`config.mk`:
```
export PLATFORM = sky130hd
export DESIGN_NAME = sync_fifo_ctrl
export DESIGN_NICKNAME = d
export VERILOG_FILES = /design/src/rtl/sync_fifo_ctrl.sv
export SDC_FILE = /design/constraint.sdc
export NUM_CORES = 1
export LEC_CHECK = 0
export CORE_ASPECT_RATIO = 0.8
export CORE_UTILIZATION = 30
export CTS_BUF_LIST = sky130_fd_sc_hd__clkbuf_4
export DETAILED_ROUTE_END_ITERATION = 8
export PLACE_DENSITY = 0.67
export SYNTH_ARGS = -nofsm -noshare
export SYNTH_HDL_FRONTEND = slang
export SYNTH_SLANG_ARGS = --single-unit
```
`constraint.sdc`:
```
create_clock -name clk -period 2.2 [get_ports clk]
set_input_delay 0.55 -clock clk [delete_from_list [all_inputs] [get_ports clk]]
set_output_delay 0.55 -clock clk [all_outputs]
set_load 0.01 [all_outputs]
```
`src/rtl/sync_fifo_ctrl.sv`:
```
// Synchronous FIFO controller for a dual-port RAM with one-cycle registered read.
// Owns the write/read pointers, full/empty/count status and sticky error flags.
module sync_fifo_ctrl #(
   parameter int unsigned WIDTH     = 8,
   parameter int unsigned DEPTH_LOG = 8
) (
   input  logic                 clk,
   input  logic                 rst_n,
   input  logic                 fifo_write_req,
   input  logic [WIDTH-1:0]     fifo_write_data,
   output logic                 fifo_full,
   input  logic                 fifo_read_req,
   output logic [WIDTH-1:0]     fifo_read_data,
   output logic                 fifo_read_valid,
   output logic                 fifo_empty,
   output logic [DEPTH_LOG:0]   fifo_count,
   output logic                 fifo_overflow,
   output logic                 fifo_underflow,
   output logic                 ram_write_req,
   output logic [DEPTH_LOG-1:0] ram_write_addr,
   output logic [WIDTH-1:0]     ram_write_data,
   output logic [DEPTH_LOG-1:0] ram_read_addr,
   input  logic [WIDTH-1:0]     ram_read_data
);

   localparam int unsigned PTR_W = DEPTH_LOG + 1;

   logic [PTR_W-1:0] wptr;
   logic [PTR_W-1:0] rptr;
   logic             wr_ok;
   logic             rd_ok;

   // Status comes only from the registered pointers, never from same-cycle requests.
   assign fifo_empty = (wptr == rptr);
   assign fifo_full  = (wptr[DEPTH_LOG-1:0] == rptr[DEPTH_LOG-1:0]) &&
                       (wptr[DEPTH_LOG] != rptr[DEPTH_LOG]);
   assign fifo_count = PTR_W'(wptr - rptr);

   assign wr_ok = fifo_write_req & ~fifo_full;
   assign rd_ok = fifo_read_req & ~fifo_empty;

   assign ram_write_req  = wr_ok;
   assign ram_write_addr = wptr[DEPTH_LOG-1:0];
   assign ram_write_data = fifo_write_data;
   assign ram_read_addr  = rptr[DEPTH_LOG-1:0];
   assign fifo_read_data = ram_read_data;

   // Pointer advance; MSB acts as the wrap bit distinguishing full from empty.
   always_ff @(posedge clk or negedge rst_n) begin
      if (!rst_n) begin
         wptr <= '0;
         rptr <= '0;
      end else begin
         if (wr_ok) wptr <= PTR_W'(wptr + PTR_W'(1));
         if (rd_ok) rptr <= PTR_W'(rptr + PTR_W'(1));
      end
   end

   // Valid tracks the RAM's one-cycle read latency; error flags are sticky until reset.
   always_ff @(posedge clk or negedge rst_n) begin
      if (!rst_n) begin
         fifo_read_valid <= 1'b0;
         fifo_overflow   <= 1'b0;
         fifo_underflow  <= 1'b0;
      end else begin
         fifo_read_valid <= rd_ok;
         if (fifo_write_req & fifo_full)  fifo_overflow  <= 1'b1;
         if (fifo_read_req  & fifo_empty) fifo_underflow <= 1'b1;
      end
   end

endmodule

```
==> impl_metrics.env <==
export IMPL_status="complete, but fails checks"
export IMPL_violations="DRC, setup timing"
export IMPL_clkSlewWorstSetupHoldPaths_ps=120
export IMPL_dp_hpwl_mm=3.18
export IMPL_layout_setup_ws_ps=-533
export IMPL_crit_chain="ha_4 > nor2b_2 > o21bai_4 > buf_4 > a2111o_1 > o311ai_1 > buf_2"
export IMPL_dieWidth_um=84.3
export IMPL_yosysUniqueCellTypes=36
export IMPL_reg2reg_to="rptr[5]"
export IMPL_gr_usage_all_layers=0.163
export IMPL_cp_required_ps=1650
export IMPL_num_rows=23
export IMPL_syn_to_final_growth_pct=60.6
export IMPL_ff2ff_path_depth=9
export IMPL_crit_path_max_fanout=3
export IMPL_avgSynthCellArea_um2=9.28
export IMPL_nNetsFinal=280
export IMPL_yosysTopAreaCellShare=0.324
export IMPL_post_dp_cell_area_um2=2230
export IMPL_pwr_share_clk=0.044
export IMPL_cts_buffer_depth=2
export IMPL_clkSinkCount=21
export IMPL_min_from="fifo_overflow"
export IMPL_worst_hold_path_type="flip-flop to flip-flop"
export IMPL_synth_top_family_by_area="buffers and inverters"
export IMPL_p_total_w=0.00464
export IMPL_clock_latency_ps=330
export IMPL_dp_cells=291
export IMPL_synth_xor_area_frac=0.118
export IMPL_maxCapViolations=0
export IMPL_fin_crit_sh=1.24
export IMPL_vdd_drop_max_mv=0.879
export IMPL_post_route_min_period_ps=2730
export IMPL_cts_hold_buffers=0
export IMPL_netSwitchingFraction=0.416
export IMPL_hold_depth=1
export IMPL_power_switching_w=0.00193
export IMPL_synth_compound_area_share=0.122
export IMPL_drive_above_1_share=0.480
export IMPL_htreeDepth=1
export IMPL_postSynthCellCount=175
export IMPL_p_seq_frac=0.131
export IMPL_gr_total_overflow=0
export IMPL_viasPerCell=4.63
export IMPL_crit_slowest_cell="dfrtp_1"
export IMPL_cts_root_buf="clkbuf_4"
export IMPL_grt_max_degree=22
export IMPL_antenna_found_initial=0
export IMPL_wl_per_cell_um=14.3
export IMPL_drv_slew=0
export IMPL_post_place_ws_ps=-520
export IMPL_fin_cells=310
export IMPL_critPathCaptureType="primary output"
export IMPL_final_cell_area_um2=2610
export IMPL_max_stage_delay_ps=450
export IMPL_fmax_mhz=366
export IMPL_relSlewSlack=0.676
export IMPL_syn_nets=206
export IMPL_gp_congestion=0.805
export IMPL_diodes=0
export IMPL_r2r_start="wptr[1]"
export IMPL_cts_tree="done"
export IMPL_die_height_um=67.8
export IMPL_io_buffers=34
export IMPL_cp_start_kind="flip-flop"
export IMPL_die_area_um2=5710
export IMPL_synth_largest_area_cell="dfrtp_1"
export IMPL_powerDensity_nw_per_um2=1780
export IMPL_drc=4
export IMPL_dr_pass1_iters=6
export IMPL_synthMuxAreaShare=0.00616
export IMPL_rrSetupSlack_ps=150
export IMPL_arrival_ps=2180
export IMPL_vias=1434
export IMPL_yosys_register_bits=21
export IMPL_routed_wl_mm=4.43
export IMPL_coreArea_um2=5120
export IMPL_whs_endpoint="fifo_overflow"
export IMPL_skew_ps=18.7
export IMPL_hold_viol_final=0
export IMPL_p_int_w=0.00271
export IMPL_synth_simple_area_share=0.153
export IMPL_yosysWarnings=0
export IMPL_initial_core_util=0.317
export IMPL_drt_iter0_markers=63
export IMPL_ios=67
export IMPL_synthTopCellsByArea="dfrtp_1 32%, buf_4 15%, xnor2_1 8.1%"
export IMPL_rsz0062_at_grt="true"
export IMPL_syn_area_um2=1620
export IMPL_ys_seq_area_frac=0.324
export IMPL_path_class="flip-flop to primary output"
export IMPL_tightest_slew_ps=482
export IMPL_setup_viol=11
export IMPL_numCtsBuffers=3
export IMPL_synthAdderAreaFrac=0.0894
export IMPL_grt_first_pass_wirelength_mm=7.12
export IMPL_tns_ps=-3210
export IMPL_grt_pass1_vias=1432
export IMPL_power_leakage_nw=1.21
export IMPL_p_comb_frac=0.825
export IMPL_postRouteAntennaNets=0
flip-flops by register name (all words and copies together), names as in the netlist:
name / flops
rptr: 9
fifo_read_valid: 1
fifo_underflow: 1
wptr: 9
fifo_overflow: 1
layout make-up:
cell class,instances,area (um^2)
well taps,62,77.6
clock buffers,3,22.5
fillers,460,2510
multi-input cells,105,1050
inverters,16,60.1
flip-flops and latches,21,526
repair buffers,102,866
clock inverters,1,5.00
how the worst max path moves through the flow:
| stage | from | to | slack, ps | cells after the start |
|---|---|---|---|---|
| after global placement | wptr[0] | fifo_count[8] | -440 | 8 |
| after detailed placement | rptr[3] | fifo_count[7] | -520 | 7 |
| after CTS | wptr[3] | fifo_count[7] | -530 | 7 |
| final | wptr[1] | fifo_count[7] | -530 | 7 |
| after global routing | rptr[1] | fifo_count[7] | -620 | 8 |
| after floorplan | wptr[0] | fifo_count[8] | -40 | 7 |
repair_timing:
action,4_1_cts,5_1_grt
endpoints found under the setup margin,12,15
buffers inserted,12,5
gates resized for setup,83,17
pin swaps,17,10
cloned,0,0
hold endpoints to repair,0,0
worst max-delay path, delay by kind of cell, from the launching register on:
kind                       cells  cell delay [ps]
AOI/OAI and AO/OA              3              590
and+or+nand+nor                1              230
DFF                            1              450
buffers and inverters          2              320
adders and majority gates      1              280
stage by stage:
step	hold slack, ps	util
2_1_floorplan	254	-
3_3_place_gp	447	0.435
3_5_place_dp	446	0.435
4_1_cts	480	0.484
5_1_grt	498	0.509
6_report	473	0.509
cell usage in the layout (no fill, tap or decap), types with 2 or more instances in the layout:
| master | n |
|---|---|
| o21ai_0 | 3 |
| inv_1 | 9 |
| a21oi_1 | 3 |
| xor2_1 | 5 |
| o211ai_1 | 2 |
| ha_1 | 2 |
| buf_4 | 58 |
| xnor2_2 | 2 |
| ha_4 | 8 |
| nand3_1 | 7 |
| clkbuf_4 | 3 |
| nand2b_1 | 3 |
| nand3_4 | 2 |
| nor4_4 | 2 |
| a21o_1 | 4 |
| xnor2_1 | 13 |
| and4_1 | 2 |
| nand2_1 | 10 |
| buf_6 | 13 |
| a211oi_2 | 2 |
| o41ai_4 | 2 |
| nor3_1 | 9 |
| dfrtp_1 | 21 |
| inv_2 | 7 |
| nand4_1 | 3 |
| clkdlybuf4s50_1 | 22 |
| buf_2 | 7 |
logic make-up after synthesis:
family,after synthesis
multiplexers,1
AND/OR/NAND/NOR,47
XOR/XNOR,21
adder cells (fa/ha/maj),11
AO/OA/AOI/OAI,25
flip-flops,21
buffers and inverters,49
routing by layer:
metal  part of all wire  track usage  vias up
li1                   -            -      719
met1               0.47        0.210      677
met2               0.48        0.287       33
met3              0.037       0.0277        5
met4             0.0099       0.0453        0
met5                  0            0        -
power by group through the flow:
stage | sequential, W | clock, W | combinational, W
global route | 0.000622 | 0.000232 | 0.00410
CTS | 0.000602 | 0.000214 | 0.00337
finish | 0.000606 | 0.000206 | 0.00383
global placement | 0.000580 | 0 | 0.00292
floorplan | 0.000652 | 0 | 0.00146
detailed placement | 0.000587 | 0 | 0.00296
cell usage after synthesis:
library cell	count
nand2_1	11
nand3_1	9
inv_1	15
nor4_1	2
a2111oi_0	1
a21oi_1	5
xor2_2	1
o311ai_0	1
o41ai_4	1
a21o_1	4
o211ai_1	2
nor2b_1	1
inv_2	1
dfrtp_1	21
or4_1	1
fa_1	1
clkbuf_2	1
o21ai_0	5
o21bai_1	1
mux2i_1	1
xnor2_1	15
nand4_1	3
nor3_1	9
a311oi_1	1
nand2b_1	4
or3_1	1
ha_1	10
xor2_1	5
nand3b_1	1
o41ai_2	1
and2_2	1
a2111o_1	1
nor2_1	2
buf_4	32
and4_1	2
a211oi_1	2
No activity file was read; power rests on OpenSTA's default activity.
